### src/rtl/ysyx_pkg.sv
// Shared types and constants for the rename unit.
// Holds the default configuration and the ROB tag type. Tag 0 means
// "no producer, read the register file". Tags 1..ROB_SIZE name ROB slot+1.
package ysyx_pkg;
    localparam int DEF_RLEN     = 5;
    localparam int DEF_ROB_SIZE = 8;
    localparam int DEF_PLEN     = 128;
    localparam int DEF_TW       = $clog2(DEF_ROB_SIZE) + 1;

    typedef logic [DEF_TW-1:0] rob_tag_t;

    localparam rob_tag_t TAG_NONE = '0;
endpackage

### src/rtl/ysyx_rnu_maptable.sv
// Register-to-producer map table.
// One TW-bit entry per architectural register holds the ROB tag of its
// youngest in-flight producer, or 0 when the register file is current.
// Ports:
//   clock, reset         clock and synchronous active-low reset
//   flush                clears every entry
//   rd1_addr/rd1_tag     combinational lookup port 1
//   rd2_addr/rd2_tag     combinational lookup port 2
//   wr_en/wr_addr/wr_tag rename write (newest mapping)
//   cmt_valid/cmt_rd/cmt_dest  retirement; clears the entry if it still names cmt_dest
module ysyx_rnu_maptable
    import ysyx_pkg::*;
#(
    parameter int RLEN = DEF_RLEN,
    parameter int TW   = DEF_TW
) (
    input  logic            clock,
    input  logic            reset,
    input  logic            flush,
    input  logic [RLEN-1:0] rd1_addr,
    output logic [TW-1:0]   rd1_tag,
    input  logic [RLEN-1:0] rd2_addr,
    output logic [TW-1:0]   rd2_tag,
    input  logic            wr_en,
    input  logic [RLEN-1:0] wr_addr,
    input  logic [TW-1:0]   wr_tag,
    input  logic            cmt_valid,
    input  logic [RLEN-1:0] cmt_rd,
    input  logic [TW-1:0]   cmt_dest
);
    localparam int NREG = 2 ** RLEN;
    localparam logic [TW-1:0] NONE = TW'(TAG_NONE);

    logic [TW-1:0] map_q [NREG];
    logic          cmt_clr;

    // A producer retiring this cycle already has its value in the register
    // file, so a reader of the same tag must go to the regfile instead.
    assign rd1_tag = (rd1_addr == '0 || (cmt_valid && map_q[rd1_addr] == cmt_dest))
                     ? NONE : map_q[rd1_addr];
    assign rd2_tag = (rd2_addr == '0 || (cmt_valid && map_q[rd2_addr] == cmt_dest))
                     ? NONE : map_q[rd2_addr];

    assign cmt_clr = cmt_valid && (cmt_rd != '0) && (map_q[cmt_rd] == cmt_dest);

    // The rename write is placed after the commit clear so that a same-cycle
    // rename of the same register keeps the newer mapping.
    always_ff @(posedge clock) begin
        if (!reset || flush) begin
            for (int i = 0; i < NREG; i++) begin
                map_q[i] <= NONE;
            end
        end else begin
            if (cmt_clr) begin
                map_q[cmt_rd] <= NONE;
            end
            if (wr_en && wr_addr != '0) begin
                map_q[wr_addr] <= wr_tag;
            end
        end
    end
endmodule

### src/rtl/ysyx_rnu_rename.sv
// Rename / dispatch stage.
// Accepts one decoded instruction per cycle, allocates a ROB tag, looks up
// source producers in the map table, records rd -> tag, and presents a
// registered bundle to ROB/RS. Commit frees occupancy; flush squashes all.
// Ports:
//   clock, reset                 clock, synchronous active-low reset
//   in_valid/in_ready            decode handshake
//   in_rd, in_rd_wen, in_rs1, in_rs2, in_payload   decoded instruction
//   out_valid/out_ready          dispatch handshake
//   out_qj, out_qk, out_dest, out_rd, out_payload  registered dispatch bundle
//   cmt_valid, cmt_dest, cmt_rd  oldest-entry retirement
//   flush                        squash all in-flight state
module ysyx_rnu_rename
    import ysyx_pkg::*;
#(
    parameter int RLEN     = DEF_RLEN,
    parameter int ROB_SIZE = DEF_ROB_SIZE,
    parameter int PLEN     = DEF_PLEN,
    parameter int TW       = $clog2(ROB_SIZE) + 1
) (
    input  logic            clock,
    input  logic            reset,
    input  logic            in_valid,
    output logic            in_ready,
    input  logic [RLEN-1:0] in_rd,
    input  logic            in_rd_wen,
    input  logic [RLEN-1:0] in_rs1,
    input  logic [RLEN-1:0] in_rs2,
    input  logic [PLEN-1:0] in_payload,
    output logic            out_valid,
    input  logic            out_ready,
    output logic [TW-1:0]   out_qj,
    output logic [TW-1:0]   out_qk,
    output logic [TW-1:0]   out_dest,
    output logic [RLEN-1:0] out_rd,
    output logic [PLEN-1:0] out_payload,
    input  logic            cmt_valid,
    input  logic [TW-1:0]   cmt_dest,
    input  logic [RLEN-1:0] cmt_rd,
    input  logic            flush
);
    localparam int PW = TW - 1;
    localparam logic [PW-1:0] TAIL_LAST = PW'(ROB_SIZE - 1);
    localparam logic [TW-1:0] COUNT_MAX = TW'(ROB_SIZE);

    logic [PW-1:0] tail_q, tail_d;
    logic [TW-1:0] count_q, count_d;
    logic [TW-1:0] new_tag;
    logic [TW-1:0] qj_tag, qk_tag;
    logic          accept;
    logic          ren_wen;

    assign in_ready = (!out_valid || out_ready) && (count_q < COUNT_MAX) && !flush;
    assign accept   = in_valid && in_ready;
    assign new_tag  = {1'b0, tail_q} + TW'(1);
    assign ren_wen  = accept && in_rd_wen;

    ysyx_rnu_maptable #(
        .RLEN (RLEN),
        .TW   (TW)
    ) u_map (
        .clock     (clock),
        .reset     (reset),
        .flush     (flush),
        .rd1_addr  (in_rs1),
        .rd1_tag   (qj_tag),
        .rd2_addr  (in_rs2),
        .rd2_tag   (qk_tag),
        .wr_en     (ren_wen),
        .wr_addr   (in_rd),
        .wr_tag    (new_tag),
        .cmt_valid (cmt_valid),
        .cmt_rd    (cmt_rd),
        .cmt_dest  (cmt_dest)
    );

    always_comb begin
        tail_d  = tail_q;
        count_d = count_q;
        if (accept) begin
            tail_d = (tail_q == TAIL_LAST) ? '0 : tail_q + PW'(1);
        end
        if (accept && !cmt_valid) begin
            count_d = count_q + TW'(1);
        end else if (!accept && cmt_valid) begin
            count_d = count_q - TW'(1);
        end
    end

    always_ff @(posedge clock) begin
        if (!reset) begin
            tail_q      <= '0;
            count_q     <= '0;
            out_valid   <= 1'b0;
            out_qj      <= '0;
            out_qk      <= '0;
            out_dest    <= '0;
            out_rd      <= '0;
            out_payload <= '0;
        end else if (flush) begin
            tail_q    <= '0;
            count_q   <= '0;
            out_valid <= 1'b0;
        end else begin
            tail_q  <= tail_d;
            count_q <= count_d;
            if (accept) begin
                out_valid   <= 1'b1;
                out_qj      <= qj_tag;
                out_qk      <= qk_tag;
                out_dest    <= new_tag;
                out_rd      <= in_rd_wen ? in_rd : '0;
                out_payload <= in_payload;
            end else if (out_ready) begin
                out_valid <= 1'b0;
            end
        end
    end

`ifndef SYNTHESIS
    // The ROB can only retire something that was allocated.
    always @(posedge clock) begin
        if (reset && !flush && cmt_valid) begin
            assert (count_q != '0)
            else $error("rename: commit with empty ROB occupancy");
        end
    end
`endif
endmodule

### config.mk
export PLATFORM = sky130hd
export DESIGN_NAME = ysyx_rnu_rename
export DESIGN_NICKNAME = d
export VERILOG_FILES = /design/src/rtl/ysyx_pkg.sv /design/src/rtl/ysyx_rnu_maptable.sv /design/src/rtl/ysyx_rnu_rename.sv
export SDC_FILE = /design/constraint.sdc
export NUM_CORES = 1
export LEC_CHECK = 0
export ABC_CLOCK_PERIOD_IN_PS = 4900
export BUFFER_PORTS_ARGS = -buffer_cell sky130_fd_sc_hd__buf_2
export CAP_MARGIN = 10
export CORE_MARGIN = 2
export CORE_UTILIZATION = 60
export DETAILED_ROUTE_END_ITERATION = 10
export GPL_TIMING_DRIVEN = 0
export PLACE_DENSITY = 0.86
export SLEW_MARGIN = 20
export SYNTH_ARGS = -nofsm -noshare
export SYNTH_HDL_FRONTEND = slang
export SYNTH_SLANG_ARGS = --single-unit
export TNS_END_PERCENT = 1
### constraint.sdc
create_clock -name clock -period 4.9 [get_ports clock]
set_input_delay 0.245 -clock clock [delete_from_list [all_inputs] [get_ports clock]]
set_output_delay 0.245 -clock clock [all_outputs]
set_load 0.01 [all_outputs]
==> metrics.md <==
| Metric | Value |
|---|---|
| Worst Max-Slew Pin Slew | 1.08 ns |
| Final setup violation count | 0 |
| TritonCTS clock tree | done |
| Share of the yosys chip area belonging to registers | 47.2% |
| Number of resized instances in the post-cts repair step | 0 |
| Number of global-route vias before repair | 15,200 |
| Post-CTS repair timing setup buffer count | 0 |
| Total design power | 5.97 mW |
| #FFs+latches synth | 281 |
| Initial Util | 60.7% |
| Worst path required time | 5.13 ns |
| Final weighted congestion in routability-driven placement | 1.01 |
| Fraction of final layout cells with drive strength greater than 1 | 25.1% |
| Fin. Hold Viols | 0 |
| Most frequent cells in the layout | nand2_1, buf_2, dfxtp_1 |
| Worst Hold Class | primary input to register |
| Overflow after GRT | 0 |
| Max IR drop VDD | 0.315 mV |
| Leak Pwr | 7.84 nW |
| Clk slew on worst S/H paths | 0.06 ns |
| Max Fanout on Critical Path | 10 |
| Maximum number of pins on one net before global-route repair | 17 |
| Cell count after placement | 2,067 |
| Count of input and output buffers | 298 |
| # rows | 57 |
| Number of DRC violations after detailed routing | 0 |
| Largest buffer count on any clock path | 3 |
| Area of the core | 24,100 sq um |
| Setup repair after global routing missed its margin | false |
| Startpoint type of the worst setup path | register |
| Layer with the highest usage after global routing | met2 |
| Aggregate negative setup slack | 0 ns |
| Number of cells produced by synthesis | 1,442 |
| Worst relative slew slack | 27.7% |
| Achievable Freq | 271 MHz |
| Total of hold buffers inserted after clock tree synthesis | 128 |
| Critical path class | register to register |
| TritonCTS buffer count | 30 |
| Total standard cell area after synthesis | 14,600 sq um |
| Clock tree root buffer cell | clkbuf_16 |
| Global-route met2 utilization | 72.9% |
| Later-pin clock latency in the skew report | 0.58 ns |
| Detailed-route vias per instance | 6.65 |
| Synthesis Warnings | 0 |
| Primary FF master, synth | dfxtp_1 |
| Pins Over Slew Limit | 0 |
| Result of the run | complete, no violations |
| Floorplan die width | 160 um |
| Post-layout min period | 3.69 ns |
| Most common cell after layout, fill and taps aside | nand2_1 |
| Half-perimeter wire length after placement | 40,100 um |
| Clock H-tree levels | 1 |
| Detailed-routing iteration count for the pre-antenna-repair pass | 6 |
| Initial antenna violation count | 1 |
| Synth unique cells | 56 |
| Post-Route WL | 62,600 um |
| CTS Sinks | 281 |
| Drt wl/cell | 27.8 um |
| Mean instance size in the synthesized netlist | 10.1 sq um |
| Worst Clk Skew | 0.0173 ns |
| Count of placed standard cells in the final layout, fillers left out | 2,252 |
| Area added between synthesis and finish | 29.0% |
| Antenna viol nets, final | 0 |
| Die H | 160 um |
| Met3 GRT Util | 18.8% |
| Via total after detailed routing | 15,000 |
| Global-route met1 utilization | 57.1% |
| Final-stage net count | 2,068 |
| Die Footprint | 25,700 sq um |
| Drt initial violations | 2,374 |
| Number of flops mapped to enable cells by yosys | 128 |
| Crit. End Element | register |
| Fraction of synthesis flops using an asynchronous set or reset pin | 0% |
| Final clock period utilization by the worst path | 75.3% |
| Max capacitance violation total | 0 |
| Crit path arrival time | 3.92 ns |
| I/O pins | 306 |
| First-pass GRT wire length | 93,000 um |
| Total power divided by cell area | 316 nW/um^2 |
| Total routing usage reported by global routing | 48.3% |
[report_power, final]
part	internal [mW]	switching [mW]	total (mW)
Combinational	0.382	0.545	0.927
Clock	1.38	1.02	2.39
Sequential	2.56	0.0938	2.65
Total	4.31	1.66	5.97
[critical path: stages (launching register included)]
cell and delay, ns:
edfxtp_1 0.47, mux4_2 0.48, a22o_1 0.25, a221oi_2 0.31, a31oi_1 0.17, a2111oi_2 0.43, or4b_1 0.51, buf_2 0.20
buf_6 0.17, o211ai_2 0.35
[registers in the layout, indices dropped and copies added, names as in the netlist]
register	count
count_q	4
out_qj	4
tail_q	3
out_valid	1
u_map.map_q	128
out_qk	4
out_payload	128
out_dest	4
out_rd	5
[metal layers]
layer	share of wire [%]	routed length, um
met4	8.7	5460
met2	43	27100
met3	16	10100
met1	32	20000
met5	0	0
[stage by stage]
step	worst slack [ns]	instance area, sq um	util, %	hold slack [ns]
6_report	1.21	18900	78.3	0.0247
5_1_grt	1.16	18900	78.3	0.0447
4_1_cts	1.31	18900	78.3	0.0139
3_5_place_dp	0.912	16500	68.6	0.439
3_3_place_gp	0.909	16500	68.6	0.432
2_1_floorplan	1.98	14600	-	0.390
[layout make-up]
type | count | area [sq um]
Antenna cell | 1 | 2.50
Buffer | 125 | 539
Clock buffer | 41 | 917
Clock inverter | 15 | 136
Fill cell | 1457 | 5230
Inverter | 7 | 26.3
Multi-Input combinational cell | 1032 | 7170
Sequential cell | 281 | 6910
Tap cell | 324 | 405
Timing Repair Buffer | 426 | 2770
[worst paths after layout]
check	start	end	slack (ns)	cells past startpoint
max	u_map.map_q[9][1]	u_map.map_q[18][0]	1.21	9
min	out_ready	out_valid	0.02	3
max reg2reg	u_map.map_q[9][1]	u_map.map_q[18][0]	1.21	9
min reg2reg	out_qk[3]	out_qk[3]	0.45	2
[cell usage after synthesis, types with 6 or more instances]
library cell | count | area [sq um]
nand2_1 | 356 | 1340
dfxtp_1 | 153 | 3060
a21boi_0 | 135 | 1010
edfxtp_1 | 128 | 3840
nor2_1 | 98 | 368
clkbuf_1 | 88 | 330
mux2i_1 | 76 | 761
mux4_2 | 61 | 1370
and3_1 | 43 | 269
and2_1 | 31 | 194
o211ai_2 | 30 | 375
nand3_1 | 27 | 135
a22oi_1 | 22 | 165
a21oi_1 | 17 | 85.1
buf_1 | 15 | 56.3
nand2b_1 | 15 | 93.8
nor2b_1 | 13 | 81.3
mux2_2 | 12 | 135
buf_2 | 11 | 55.1
xnor2_1 | 9 | 78.8
a22o_1 | 8 | 70.1
buf_4 | 7 | 52.6
inv_1 | 7 | 26.3
o22ai_1 | 6 | 37.5
[logic make-up (layout without fill, tap and decap cells)]
logic type | count (synthesis) | count (layout) | share of synthesized area [%]
multiplexers | 149 | 149 | 15.5
other | 1 | 5 | 0.0256
buffers and inverters | 132 | 614 | 3.86
AND/OR/NAND/NOR | 614 | 614 | 18.5
adder cells (fa/ha/maj) | 6 | 6 | 0.564
AO/OA/AOI/OAI | 247 | 247 | 13.6
XOR/XNOR | 12 | 12 | 0.718
flip-flops | 281 | 281 | 47.2
No activity file was read; power rests on OpenSTA's default activity.
